**src/rtl/define.sv**
```systemverilog
// Global build-time definitions shared by the CSR block.
`ifndef CSR_DEFINE_SV
`define CSR_DEFINE_SV
`define DATA_SIZE 32
`endif

```
**src/rtl/csr_pkg.sv**
```systemverilog
// csr_pkg: CSR address map, operation/state encodings, trap cause and the
// read-modify-write helpers shared by the CSR file.
package csr_pkg;

    // Machine-mode CSR addresses
    localparam logic [11:0] CSR_MSTATUS  = 12'h300;
    localparam logic [11:0] CSR_MIE      = 12'h304;
    localparam logic [11:0] CSR_MTVEC    = 12'h305;
    localparam logic [11:0] CSR_MEPC     = 12'h341;
    localparam logic [11:0] CSR_MCAUSE   = 12'h342;
    localparam logic [11:0] CSR_MIP      = 12'h344;
    localparam logic [11:0] CSR_MCYCLE   = 12'hB00;
    localparam logic [11:0] CSR_MCYCLEH  = 12'hB80;
    localparam logic [11:0] CSR_MINSTRET = 12'hB02;
    localparam logic [11:0] CSR_MINSTRETH= 12'hB82;

    // User-level read-only counter aliases
    localparam logic [11:0] CSR_CYCLE    = 12'hC00;
    localparam logic [11:0] CSR_CYCLEH   = 12'hC80;
    localparam logic [11:0] CSR_INSTRET  = 12'hC02;
    localparam logic [11:0] CSR_INSTRETH = 12'hC82;

    // Machine external interrupt cause
    localparam logic [31:0] CAUSE_M_EXT_IRQ = 32'h8000000B;

    typedef enum logic [1:0] {
        CSR_OP_NONE = 2'b00,
        CSR_OP_RW   = 2'b01,
        CSR_OP_RS   = 2'b10,
        CSR_OP_RC   = 2'b11
    } csr_op_e;

    typedef enum logic [0:0] {
        ST_IDLE     = 1'b0,
        ST_REDIRECT = 1'b1
    } csr_state_e;

    // New CSR value produced by an operation applied to the old value
    function automatic logic [31:0] csr_apply(input csr_op_e op,
                                              input logic [31:0] old_val,
                                              input logic [31:0] wdata);
        logic [31:0] result;
        case (op)
            CSR_OP_RW: result = wdata;
            CSR_OP_RS: result = old_val | wdata;
            CSR_OP_RC: result = old_val & ~wdata;
            default:   result = old_val;
        endcase
        return result;
    endfunction

    // RW always writes; RS/RC with a zero operand leave every bit untouched
    function automatic logic csr_has_effect(input csr_op_e op,
                                            input logic [31:0] wdata);
        logic effect;
        case (op)
            CSR_OP_RW: effect = 1'b1;
            CSR_OP_RS: effect = (wdata != 32'd0);
            CSR_OP_RC: effect = (wdata != 32'd0);
            default:   effect = 1'b0;
        endcase
        return effect;
    endfunction

endpackage

```
**src/rtl/csr_counter64.sv**
```systemverilog
// csr_counter64: 64-bit free-running counter with independently writable
// 32-bit halves. A write to either half replaces that half and suppresses
// the increment for that cycle.
// Ports:
//   clk, rst : clock, asynchronous active-high reset
//   inc      : increment request
//   wr_lo    : replace bits 31:0 with wdata
//   wr_hi    : replace bits 63:32 with wdata
//   wdata    : write data
//   value    : current 64-bit count
module csr_counter64 (
    input  logic        clk,
    input  logic        rst,
    input  logic        inc,
    input  logic        wr_lo,
    input  logic        wr_hi,
    input  logic [31:0] wdata,
    output logic [63:0] value
);

    logic [63:0] r_count;

    // Count register: writes take priority over the increment
    always_ff @(posedge clk or posedge rst) begin
        if (rst) begin
            r_count <= 64'd0;
        end else if (wr_lo) begin
            r_count <= {r_count[63:32], wdata};
        end else if (wr_hi) begin
            r_count <= {wdata, r_count[31:0]};
        end else if (inc) begin
            r_count <= r_count + 64'd1;
        end else begin
            r_count <= r_count;
        end
    end

    assign value = r_count;

endmodule

```
**src/rtl/csr_file.sv**
```systemverilog
// csr_file: machine-mode CSR file with external-interrupt trap entry and
// MRET handling.
// Ports:
//   clk, rst       : clock, asynchronous active-high reset
//   csr_en_EXE     : CSR instruction valid in EXE
//   csr_op_EXE     : 01 RW, 10 RS, 11 RC, 00 no write
//   csr_addr_EXE   : CSR address
//   csr_write_tmp  : write operand
//   stall          : blocks architectural updates (counters keep running)
//   retire         : one instruction retired this cycle
//   irq_ext        : level-sensitive external interrupt
//   mret_EXE       : MRET valid in EXE
//   pc_EXE         : PC of the instruction in EXE
//   csr_rdata      : old value at csr_addr_EXE (combinational)
//   csr_illegal    : unimplemented address or write to a read-only CSR
//   trap_taken     : one-cycle registered PC redirect
//   trap_pc        : redirect target while trap_taken=1
`include "define.sv"

module csr_file
    import csr_pkg::*;
(
    input  logic                  clk,
    input  logic                  rst,
    input  logic                  csr_en_EXE,
    input  logic [1:0]            csr_op_EXE,
    input  logic [11:0]           csr_addr_EXE,
    input  logic [`DATA_SIZE-1:0] csr_write_tmp,
    input  logic                  stall,
    input  logic                  retire,
    input  logic                  irq_ext,
    input  logic                  mret_EXE,
    input  logic [31:0]           pc_EXE,
    output logic [31:0]           csr_rdata,
    output logic                  csr_illegal,
    output logic                  trap_taken,
    output logic [31:0]           trap_pc
);

    // Architectural state
    logic        r_mie;
    logic        r_mpie;
    logic        r_meie;
    logic [29:0] r_mtvec;
    logic [29:0] r_mepc;
    logic [31:0] r_mcause;

    csr_state_e  r_state;
    csr_state_e  w_state_nxt;
    logic        r_trap_taken;
    logic        w_trap_taken_nxt;
    logic [31:0] r_trap_pc;
    logic [31:0] w_trap_pc_nxt;

    // Decode / datapath
    csr_op_e     w_op;
    logic [31:0] w_old;
    logic [31:0] w_new;
    logic        w_impl;
    logic        w_ro;
    logic        w_effect;
    logic        w_illegal;
    logic        w_idle_go;
    logic        w_take_mret;
    logic        w_take_irq;
    logic        w_wr;
    logic [31:0] w_mstatus;
    logic [31:0] w_mie_reg;
    logic [31:0] w_mip;
    logic [63:0] w_mcycle;
    logic [63:0] w_minstret;
    logic        w_unused_pc_bits;

    assign w_op      = csr_op_e'(csr_op_EXE);
    assign w_mstatus = {19'd0, 2'b11, 3'd0, r_mpie, 3'd0, r_mie, 3'd0};
    assign w_mie_reg = {20'd0, r_meie, 11'd0};
    assign w_mip     = {20'd0, irq_ext, 11'd0};

    // mepc/mtvec are word aligned, so the low PC bits are never stored
    assign w_unused_pc_bits = ^pc_EXE[1:0];

    // Read mux plus implemented/read-only classification of the address
    always_comb begin
        w_old  = 32'd0;
        w_impl = 1'b1;
        w_ro   = 1'b0;
        case (csr_addr_EXE)
            CSR_MSTATUS:   w_old = w_mstatus;
            CSR_MIE:       w_old = w_mie_reg;
            CSR_MTVEC:     w_old = {r_mtvec, 2'b00};
            CSR_MEPC:      w_old = {r_mepc, 2'b00};
            CSR_MCAUSE:    w_old = r_mcause;
            CSR_MIP:       begin w_old = w_mip;              w_ro = 1'b1; end
            CSR_MCYCLE:    w_old = w_mcycle[31:0];
            CSR_MCYCLEH:   w_old = w_mcycle[63:32];
            CSR_MINSTRET:  w_old = w_minstret[31:0];
            CSR_MINSTRETH: w_old = w_minstret[63:32];
            CSR_CYCLE:     begin w_old = w_mcycle[31:0];     w_ro = 1'b1; end
            CSR_CYCLEH:    begin w_old = w_mcycle[63:32];    w_ro = 1'b1; end
            CSR_INSTRET:   begin w_old = w_minstret[31:0];   w_ro = 1'b1; end
            CSR_INSTRETH:  begin w_old = w_minstret[63:32];  w_ro = 1'b1; end
            default:       begin w_old = 32'd0;              w_impl = 1'b0; end
        endcase
    end

    assign w_new     = csr_apply(w_op, w_old, csr_write_tmp);
    assign w_effect  = csr_has_effect(w_op, csr_write_tmp);
    assign w_illegal = csr_en_EXE & (~w_impl | (w_ro & w_effect));

    // MRET outranks the interrupt; both outrank a same-cycle CSR write
    assign w_idle_go   = (r_state == ST_IDLE) & ~stall;
    assign w_take_mret = w_idle_go & mret_EXE;
    assign w_take_irq  = w_idle_go & ~mret_EXE & irq_ext & r_mie & r_meie;
    assign w_wr        = csr_en_EXE & (w_op != CSR_OP_NONE) & w_idle_go
                       & ~w_illegal & ~w_take_mret & ~w_take_irq;

    // Machine status / trap registers
    always_ff @(posedge clk or posedge rst) begin
        if (rst) begin
            r_mie    <= 1'b0;
            r_mpie   <= 1'b0;
            r_meie   <= 1'b0;
            r_mtvec  <= 30'd0;
            r_mepc   <= 30'd0;
            r_mcause <= 32'd0;
        end else if (w_take_mret) begin
            r_mie  <= r_mpie;
            r_mpie <= 1'b1;
        end else if (w_take_irq) begin
            r_mepc   <= pc_EXE[31:2];
            r_mcause <= CAUSE_M_EXT_IRQ;
            r_mpie   <= r_mie;
            r_mie    <= 1'b0;
        end else if (w_wr) begin
            case (csr_addr_EXE)
                CSR_MSTATUS: begin
                    r_mie  <= w_new[3];
                    r_mpie <= w_new[7];
                end
                CSR_MIE:     r_meie   <= w_new[11];
                CSR_MTVEC:   r_mtvec  <= w_new[31:2];
                CSR_MEPC:    r_mepc   <= w_new[31:2];
                CSR_MCAUSE:  r_mcause <= w_new;
                default:     r_mcause <= r_mcause;
            endcase
        end else begin
            r_mcause <= r_mcause;
        end
    end

    // Cycle counter runs unconditionally, including while stalled
    csr_counter64 u_mcycle (
        .clk   (clk),
        .rst   (rst),
        .inc   (1'b1),
        .wr_lo (w_wr & (csr_addr_EXE == CSR_MCYCLE)),
        .wr_hi (w_wr & (csr_addr_EXE == CSR_MCYCLEH)),
        .wdata (w_new),
        .value (w_mcycle)
    );

    csr_counter64 u_minstret (
        .clk   (clk),
        .rst   (rst),
        .inc   (retire),
        .wr_lo (w_wr & (csr_addr_EXE == CSR_MINSTRET)),
        .wr_hi (w_wr & (csr_addr_EXE == CSR_MINSTRETH)),
        .wdata (w_new),
        .value (w_minstret)
    );

    // FSM state and redirect output registers
    always_ff @(posedge clk or posedge rst) begin
        if (rst) begin
            r_state      <= ST_IDLE;
            r_trap_taken <= 1'b0;
            r_trap_pc    <= 32'd0;
        end else begin
            r_state      <= w_state_nxt;
            r_trap_taken <= w_trap_taken_nxt;
            r_trap_pc    <= w_trap_pc_nxt;
        end
    end

    // FSM next state and next redirect outputs
    always_comb begin
        w_state_nxt      = r_state;
        w_trap_taken_nxt = 1'b0;
        w_trap_pc_nxt    = r_trap_pc;
        case (r_state)
            ST_IDLE: begin
                if (w_take_mret) begin
                    w_state_nxt      = ST_REDIRECT;
                    w_trap_taken_nxt = 1'b1;
                    w_trap_pc_nxt    = {r_mepc, 2'b00};
                end else if (w_take_irq) begin
                    w_state_nxt      = ST_REDIRECT;
                    w_trap_taken_nxt = 1'b1;
                    w_trap_pc_nxt    = {r_mtvec, 2'b00};
                end else begin
                    w_state_nxt = ST_IDLE;
                end
            end
            ST_REDIRECT: w_state_nxt = ST_IDLE;
            default:     w_state_nxt = ST_IDLE;
        endcase
    end

    assign csr_rdata   = w_old;
    assign csr_illegal = w_illegal;
    assign trap_taken  = r_trap_taken;
    assign trap_pc     = r_trap_pc;

endmodule

```
**config.mk**
```make
export PLATFORM = sky130hd
export DESIGN_NAME = csr_file
export DESIGN_NICKNAME = d
export VERILOG_FILES = /design/src/rtl/csr_pkg.sv /design/src/rtl/csr_counter64.sv /design/src/rtl/csr_file.sv
export VERILOG_INCLUDE_DIRS = /design/src /design/src/rtl
export SDC_FILE = /design/constraint.sdc
export NUM_CORES = 1
export LEC_CHECK = 0
export ABC_AREA = 1
export ABC_CLOCK_PERIOD_IN_PS = 16700
export BUFFER_PORTS_ARGS = -buffer_cell sky130_fd_sc_hd__buf_2
export CORE_MARGIN = 8
export CORE_UTILIZATION = 61
export CTS_CLUSTER_SIZE = 28
export DETAILED_ROUTE_END_ITERATION = 6
export HOLD_SLACK_MARGIN = 0.03
export PLACE_DENSITY = 0.81
export SETUP_SLACK_MARGIN = 0.05
export SYNTH_ARGS = -nofsm -noshare
export SYNTH_HDL_FRONTEND = slang
export SYNTH_SLANG_ARGS = --single-unit
```
**constraint.sdc**
```tcl
create_clock -name clk -period 16.7 [get_ports clk]
set_input_delay 2.505 -clock clk [delete_from_list [all_inputs] [get_ports clk]]
set_output_delay 2.505 -clock clk [all_outputs]
set_load 0.02 [all_outputs]
```
# Word-level counts from Yosys, hierarchy flattened
# Index checks and enable logic that the tools add are counted.
# word_totals
reg_bits	257
inputBits	85
word_cells	118
# op_classes
n_reduce_logical	25
bitwise_logic	29
n_eq_ne	19
mux	30
addsub	2
# op_table
op	count
$pmux W32 S10	1
$mux W32	7
$mux W64	3
$add A64 B1 Y64 const B	2
$eq A12 B12 Y1 const B	8
$pmux W32 S3	1
$mux W30	3
$eq A12 B10 Y1 const B	6
$and A32 B32 Y32	1
$not A32 Y32	1
$or A32 B32 Y32	1
$reduce_bool A32 Y1	1
$and A1 B1 Y1	17
$reduce_bool A2 Y1	7
$reduce_or A14 Y1	1
$mux W1	13
$reduce_or A2 Y1	5
$not A1 Y1	8
$reduce_and A2 Y1	4
$reduce_and A4 Y1	2
$reduce_and A3 Y1	2
$reduce_bool A3 Y1	2
$reduce_or A5 Y1	1
$eq A2 B2 Y1 const B	2
other kinds (4)	6

# Depth between registers and ports, before layout
# Gate-level depths: netlist of the first run.
# depth
word_depth	13
depth_mapped	19

# Cells and area by module
# A second synthesis of the first run with hierarchy kept.
# hier_totals
hier_cells	3102
area_unflattened_um2	18859.3
# by_module_without_submodules
module	instances	seq_area_each_um2	cells_each	area_each_um2
csr_file	1	3153.0	1408	8757.1
csr_counter64 at u_mcycle	1	1601.5	850	5052.3
csr_counter64 at u_minstret	1	1601.5	844	5049.8

# Least setup slack after synthesis of the first run
# No wires, ideal clock.
# synth_timing
path_kind	in2out
start	input csr_addr_EXE[5]
end	output csr_rdata[10]
n_path_buf	1
t_arrival_ns	3.636
slack_ns	10.559
path_stages	8
required_time_ns	14.195
cell_sequence	nor2_2 > nand2_1 > nor2_4 > clkbuf_1 > nand3_1 > nand2_1 > a21oi_1 > nand3_1
# synth_between
elab_chain_len	3
elab_cells_between_ends	19
classes_between	eq/ne (14); mux (1); reduce/logical (4)
# synth_rtl
element	line_no	rtl
start: declaration	csr_file.sv:27	input logic [11:0] csr_addr_EXE,
$eq A12 B12 Y1	csr_file.sv:87	case (csr_addr_EXE)
$reduce_or A2 Y1 (no source line)	--	
$pmux W32 S10 *	csr_file.sv:87	
end: declaration	csr_file.sv:34	output logic [31:0] csr_rdata,
# Every way passes the cells marked *; elsewhere a longest branch is shown, timed or not.

# Final worst setup path of the first run
# layout_timing
start	input csr_addr_EXE[5]
end	output csr_rdata[3]
# The elaborated chain is that of the path after synthesis.

==> results of run 1 <==
## report_power, final
group          switching (uW)  total [uW]  internal [uW]
Combinational             151         212           60.9
Sequential               41.2         687            645
Clock                     284         675            391
Total                     477        1570           1100
## per-layer routing
| layer | vias up | wire length, um |
|---|---|---|
| li1 | 9318 | - |
| met1 | 9675 | 27000 |
| met2 | 1705 | 34800 |
| met3 | 423 | 10500 |
| met4 | 0 | 6210 |
| met5 | - | 0 |
## worst paths after layout
kind                                         startpoint                          endpoint  slack (ps)  depth (start not counted)
worst max-delay path                    csr_addr_EXE[5]                      csr_rdata[3]        9210                          9
worst min-delay path            r_mcause[7]$_DFFE_PP0P_           r_mcause[7]$_DFFE_PP0P_         490                          2
worst max register to register        r_state$_DFF_PP0_  u_minstret.value[14]$_DFFE_PP0P_       11960                         15
worst min register to register  r_mcause[7]$_DFFE_PP0P_           r_mcause[7]$_DFFE_PP0P_         490                          2
max in group asynchronous                           rst    u_mcycle.value[63]$_DFFE_PP0N_       13080                          3
min in group asynchronous                           rst                 r_state$_DFF_PP0_        2070                          2
## area by class of cell
cell class                 instances  area [sq um]  area share (%)
tap                              390           488            2.43
multi-input combinational       2158         10100            50.1
inverter                         332          1250            6.24
clock buffer                      39           783            3.90
timing repair buffer             177           963            4.79
clock inverter                    13           188           0.933
sequential                       254          6360            31.6
## worst max-delay path: cells and delay by family
kind / cells / cell delay, ps
AOI/OAI and AO/OA: 1 / 270
and+or+nand+nor: 6 / 1860
buffers and inverters: 2 / 320
## state kept, by name, summed over array words and instances (netlist names)
signal            count
r_mie                 1
r_mepc               30
r_mcause             32
r_mtvec              30
u_minstret.value     64
trap_pc              30
r_mpie                1
r_state               1
r_meie                1
u_mcycle.value       64
## cells by family (layout without fill, tap and decap cells)
group	count (synthesis)	count (layout)	share of synthesized area [%]
flops	254	254	34.9
fa+ha+maj	2	2	0.137
buf+inv	460	561	10.0
other cells	1	2	0.0206
simple gates	1727	1727	39.8
compound gates	307	307	9.32
xor+xnor	120	120	5.77
## per-stage QoR
stage                     hold WS (ps)  cells  utilization (%)
after floorplan                    453   2872                -
after global placement             466   3311             64.7
after detailed placement           473   3311             64.7
after CTS                          488   3363             68.0
after global routing               496   3363             68.0
final                              488   3363             68.0
## cell usage in the layout, fill, tap and decap left out, types with 3 or more instances in the layout
cell type and instances:
xnor2_1 9, nor2_4 4, xor2_1 111, clkinvlp_4 3
buf_4 31, o21ai_0 113, bufinv_16 4, buf_2 146
a31oi_1 59, nand3_2 4, clkinv_2 5, nand3_1 281
inv_2 7, nand2_1 850, nor2_2 7, clkbuf_1 8
clkbuf_16 29, nor3_1 50, a22oi_1 14, nand4_1 76
nor4_1 11, o211ai_1 6, dfrtp_1 254, inv_1 322
nor2_1 428, o21ai_1 24, a21oi_1 84, nand3b_1 7
==> impl_metrics.yaml, run 1 <==
grt:
  grt_use_met3_pct: 11.8
  grt_use_met1_pct: 50.6
  grt_pass1_wl_mm: 118
  grt_usage_pct: 42.6
  grt_pass1_vias: 19900
  gr-total-overflow: 0
  antenna_found_initial: 0
  grt_max_degree: 114
  grt_use_met2_pct: 67.3
  busiest_layer: "met2"
cts:
  cts_sinks: 254
  postCtsSetupBuffers: 0
  cts_max_level: 1
  root_buffer: "clkbuf_16"
  clock_latency_ps: 590
  clock_path_buffers: 3
  holdBufCountCts: 0
  cts_made_buffers: 29
  cts.repair.resized: 0
  cts_tree: "yes"
  clk_pin_slew_ps: 60
floorplanning:
  start_util_pct: 61.7
  io_pins: 151
  core_area_sq_mm: 0.0296
  fp.dieW_um: 189
  dieArea_sq_mm: 0.0357
  num_rows: 63
  die_height_um: 189
layout:
  final_area_sq_mm: 0.0201
  nFillCells: 2639
  drive_gt1_share_pct: 8.64
  final_nets: 3039
  area_delta_synth_final_pct: 10.3
  antenna_cells: 0
timing:
  layout_setup_ws_ps: 9210
  setup_viol: 0
  finalSetupTns_ps: 0
  tightest_slew_ps: 1250
  fmax_mhz: 134
  finalCritPeriodShare_pct: 44.8
  drv_slew: 0
  skew_ps: 11.0
  maxSlewHeadroom_pct: 16.6
  fin_crit_ps: 7490
  hold_viol_final: 0
  rsz0062_at_grt: "false"
routing:
  routedWlPerCell_um: 23.4
  drt_iter0_markers: 3124
  first_pass_iters: 7
  drt-vias-per-instance: 6.28
  vias: 21100
  postRouteAntennaNets: 0
  drc: 1
  routed_wl_mm: 78.5
hold_path:
  hp-class: "reg2reg"
synthesis:
  async_flop_share_pct: 100
  ys_warn_count: 0
  syn-cell-area_sq_mm: 0.0182
  synth_area_leaders: "dfrtp_1 35%, nand2_1 18%, nor2_1 8.9%, nand3_1 7.7%, inv_1 6.7%"
  synth_edf_count: 0
  synth_top_area_share_pct: 34.9
  yosysMostFrequentCell: "nand2_1"
  ys_seq_elements: 254
  avgSynthCellArea_sq_um: 6.35
  ys_types: 40
  seq_area_frac_synth_pct: 34.9
  synthesis.instances: 2871
  yosys.area.top_type: "dfrtp_1"
  synthFlopType: "dfrtp_1"
  synthTopCellsByCount: "850 x nand2_1, 432 x nor2_1, 323 x inv_1, 282 x nand3_1, 254 x dfrtp_1"
critical_path:
  worst_setup_path_end_kind: "output port"
  crit_type: "in2out"
  slowest_stage: "nor2_4"
  slowest_delay_ps: 880
  cp_max_fo: 37
  startpoint_type: "primary input"
  crit_chain: "buf_2 > nor2_2 > nand2_1 > nor2_4 > nand2_1 > o21ai_0 > nor2_1 > nand3_1 > buf_2"
  arrival_ps: 4980
  worst_ep_required_time_ps: 14200
outcome:
  violations: "DRC"
  status: "finished, violations left"
pwr:
  power_uw: 1570
  p_leak_uw: 0.0105
  power.density_mw_per_mm2: 78.3
  vdd_drop_max_uv: 73.7
placement:
  hpwl_mm: 58.3
  portBuffers: 146
  placed_area_sq_mm: 0.0191
  pre_cts_ws_ps: 9400
  gp_congestion: 1.16
job:
  cap_violations: 0
(Power assumes the default switching activity.)
==> inputs of run 2 (changes only) <==
Settings changed: ABC_AREA 1 to 0, ABC_CLOCK_PERIOD_IN_PS 16700 to 7290, PLACE_DENSITY 0.81 to 0.82.
Clock period 16.7 ns to 7.29 ns, I/O delays scaled along.
==> run 2 against run 1 <==
The run still ends with DRC left. Count of clock-buffer cells in the layout shrank 1. Wire length down 9.4%. Utilization rose by 1.2 points. Sequential share of layout area rose by 3.6 points. Clock power is 110% higher. Final area down 10%. Critical endpoint is now csr_rdata[7]. Largest cell class unchanged.
==> impl_metrics.yaml, run 2 <==
routing:
  routed_wl_mm: 71.2
  routedWlPerCell_um: 30.5
  vias: 18100
  first_pass_iters: 7
  drt-vias-per-instance: 7.76
  drt_iter0_markers: 3079
  postRouteAntennaNets: 0
  drc: 6
cts:
  cts_sinks: 254
  clock_path_buffers: 3
  clk_pin_slew_ps: 60
  cts_made_buffers: 29
  clock_latency_ps: 580
  cts_tree: "yes"
  cts.repair.resized: 0
  postCtsSetupBuffers: 0
  root_buffer: "clkbuf_16"
  holdBufCountCts: 0
  cts_max_level: 1
synthesis:
  seq_area_frac_synth_pct: 39.2
  ys_seq_elements: 254
  synth_area_leaders: "dfrtp_1 39%, o21ai_0 5.8%, nand2_1 5.5%, a21oi_1 4.2%, mux2i_1 3.4%"
  synthFlopType: "dfrtp_1"
  ys_warn_count: 0
  yosys.area.top_type: "dfrtp_1"
  synthTopCellsByCount: "254 x dfrtp_1, 238 x nand2_1, 189 x o21ai_0, 137 x a21oi_1, 105 x clkbuf_1"
  syn-cell-area_sq_mm: 0.0162
  synth_edf_count: 0
  synthesis.instances: 1910
  yosysMostFrequentCell: "dfrtp_1"
  synth_top_area_share_pct: 39.2
  async_flop_share_pct: 100
  avgSynthCellArea_sq_um: 8.49
  ys_types: 94
critical_path:
  cp_max_fo: 46
  worst_ep_required_time_ps: 6200
  slowest_delay_ps: 900
  worst_setup_path_end_kind: "output port"
  cp.buffers_inverters: 3
  crit_top_cell: "buf_2"
  slowest_stage: "a21o_1"
  crit_type: "in2out"
  worst_path_dominant_cell_family: "compound AO/OA/AOI/OAI gates"
  crit_chain: "buf_2 > buf_4 > or4_1 > a21o_1 > nor2_1 > a22oi_1 > nand3_1 > buf_2"
  arrival_ps: 4330
  startpoint_type: "primary input"
timing:
  fmax_mhz: 184
  finalSetupTns_ps: 0
  finalCritPeriodShare_pct: 74.4
  tightest_slew_ps: 1470
  setup_viol: 0
  drv_slew: 0
  skew_ps: 20.4
  rsz0062_at_grt: "false"
  whs_ps: 486
  maxSlewHeadroom_pct: 1.68
  hold_viol_final: 0
  fin_crit_ps: 5420
pwr:
  power_uw: 3950
  p_int_uw: 2650
  pwr-share-seq_pct: 46.3
  switchingPower_uw: 1290
  p_leak_uw: 0.00756
  switching_share_pct: 32.7
  clock_power_share_pct: 36.3
  combPwrFrac_pct: 17.4
  power.density_mw_per_mm2: 219
  vdd_drop_max_uv: 225
outcome:
  violations: "DRC"
  status: "finished, violations left"
layout:
  drive_gt1_share_pct: 15.0
  nFillCells: 2151
  final_nets: 2066
  area_delta_synth_final_pct: 11.2
  multi_input_area_sq_mm: 0.00923
  layout.area.seq_sq_mm: 0.00636
  layout_common_cells: "254 x dfrtp_1, 237 x nand2_1, 187 x o21ai_0, 146 x buf_2, 137 x a21oi_1"
  final_common_cell: "dfrtp_1"
placement:
  portBuffers: 146
  gp_congestion: 1.04
  hpwl_mm: 50.1
grt:
  antenna_found_initial: 1
  gr-total-overflow: 0
  grt_pass1_vias: 16900
  grt_max_degree: 166
  grt_pass1_wl_mm: 106
  grt_usage_pct: 44.0
floorplanning:
  dieArea_sq_mm: 0.0321
  io_pins: 151
  start_util_pct: 62.2
  die_height_um: 179
  fp.dieW_um: 179
  num_rows: 59
  core_area_sq_mm: 0.0261
hold_path:
  hp-class: "reg2reg"
job:
  cap_violations: 0
## run 2: metrics by stage
| step | cells | util, % | setup slack [ps] | cell area (sq um) |
|---|---|---|---|---|
| finish | 2336 | 69.2 | 1870 | 18000 |
| detailed placement | 2283 | 65.7 | 2050 | 17100 |
| global placement | 2283 | 65.7 | 2120 | 17100 |
| CTS | 2335 | 69.2 | 2060 | 18000 |
| floorplan | 1911 | - | 2850 | 16200 |
| global route | 2335 | 69.2 | 1880 | 18000 |
## run 2: area by class of cell
class / count / area share, %
antenna: 1 / 0.0139
inverter: 21 / 0.458
multi-input combinational: 1487 / 51.2
timing repair buffer: 186 / 5.79
clock buffer: 38 / 4.38
clock inverter: 14 / 0.604
tap: 335 / 2.32
sequential: 254 / 35.2
## run 2: worst reg2reg max path, stage by stage, from the launching register on
cell and delay [ps]:
dfrtp_1 420, nor3_1 460, nand3_1 660, or3_1 940, a21oi_1 1090, o21ai_0 250, o31a_1 150, o21ai_0 60
## run 2: power by group through the flow
stage | sequential (uW) | combinational, uW | clock (uW)
5_1_grt | 1840 | 741 | 1470
6_report | 1830 | 686 | 1430
4_1_cts | 1810 | 673 | 1420
2_1_floorplan | 1830 | 375 | 0
3_5_place_dp | 1830 | 669 | 0
3_3_place_gp | 1820 | 644 | 0
## run 2: path summary, 6_finish.rpt
| check | start | to | slack, ps | cells past startpoint |
|---|---|---|---|---|
| setup / recovery | csr_addr_EXE[7] | csr_rdata[7] | 1870 | 8 |
| hold / removal | r_mcause[23]$_DFFE_PP0P_ | r_mcause[23]$_DFFE_PP0P_ | 490 | 2 |
| setup reg to reg | r_state$_DFF_PP0_ | u_minstret.value[27]$_DFFE_PP0P_ | 3190 | 7 |
| hold reg to reg | r_mcause[23]$_DFFE_PP0P_ | r_mcause[23]$_DFFE_PP0P_ | 490 | 2 |
| max in group asynchronous | rst | u_mcycle.value[11]$_DFFE_PP0P_ | 5430 | 3 |
| min in group asynchronous | rst | r_mtvec[8]$_DFFE_PP0P_ | 510 | 2 |
## run 2: logic make-up after synthesis
family,count (synthesis),synth area share [%]
buf+inv,170,4.45
mux,63,3.95
xor+xnor,38,2.05
other cells,1,0.0231
simple gates,677,21.5
flops,254,39.2
fa+ha+maj,2,0.154
compound gates,705,28.7
## run 2: per-layer routing
layer | vias to the layer above | global-route usage, % | routed length (um)
met5 | - | 0 | 0
met4 | 0 | 30.7 | 6330
met2 | 1720 | 62.1 | 28900
li1 | 7405 | - | -
met1 | 8581 | 55.9 | 25100
met3 | 422 | 14.8 | 10800
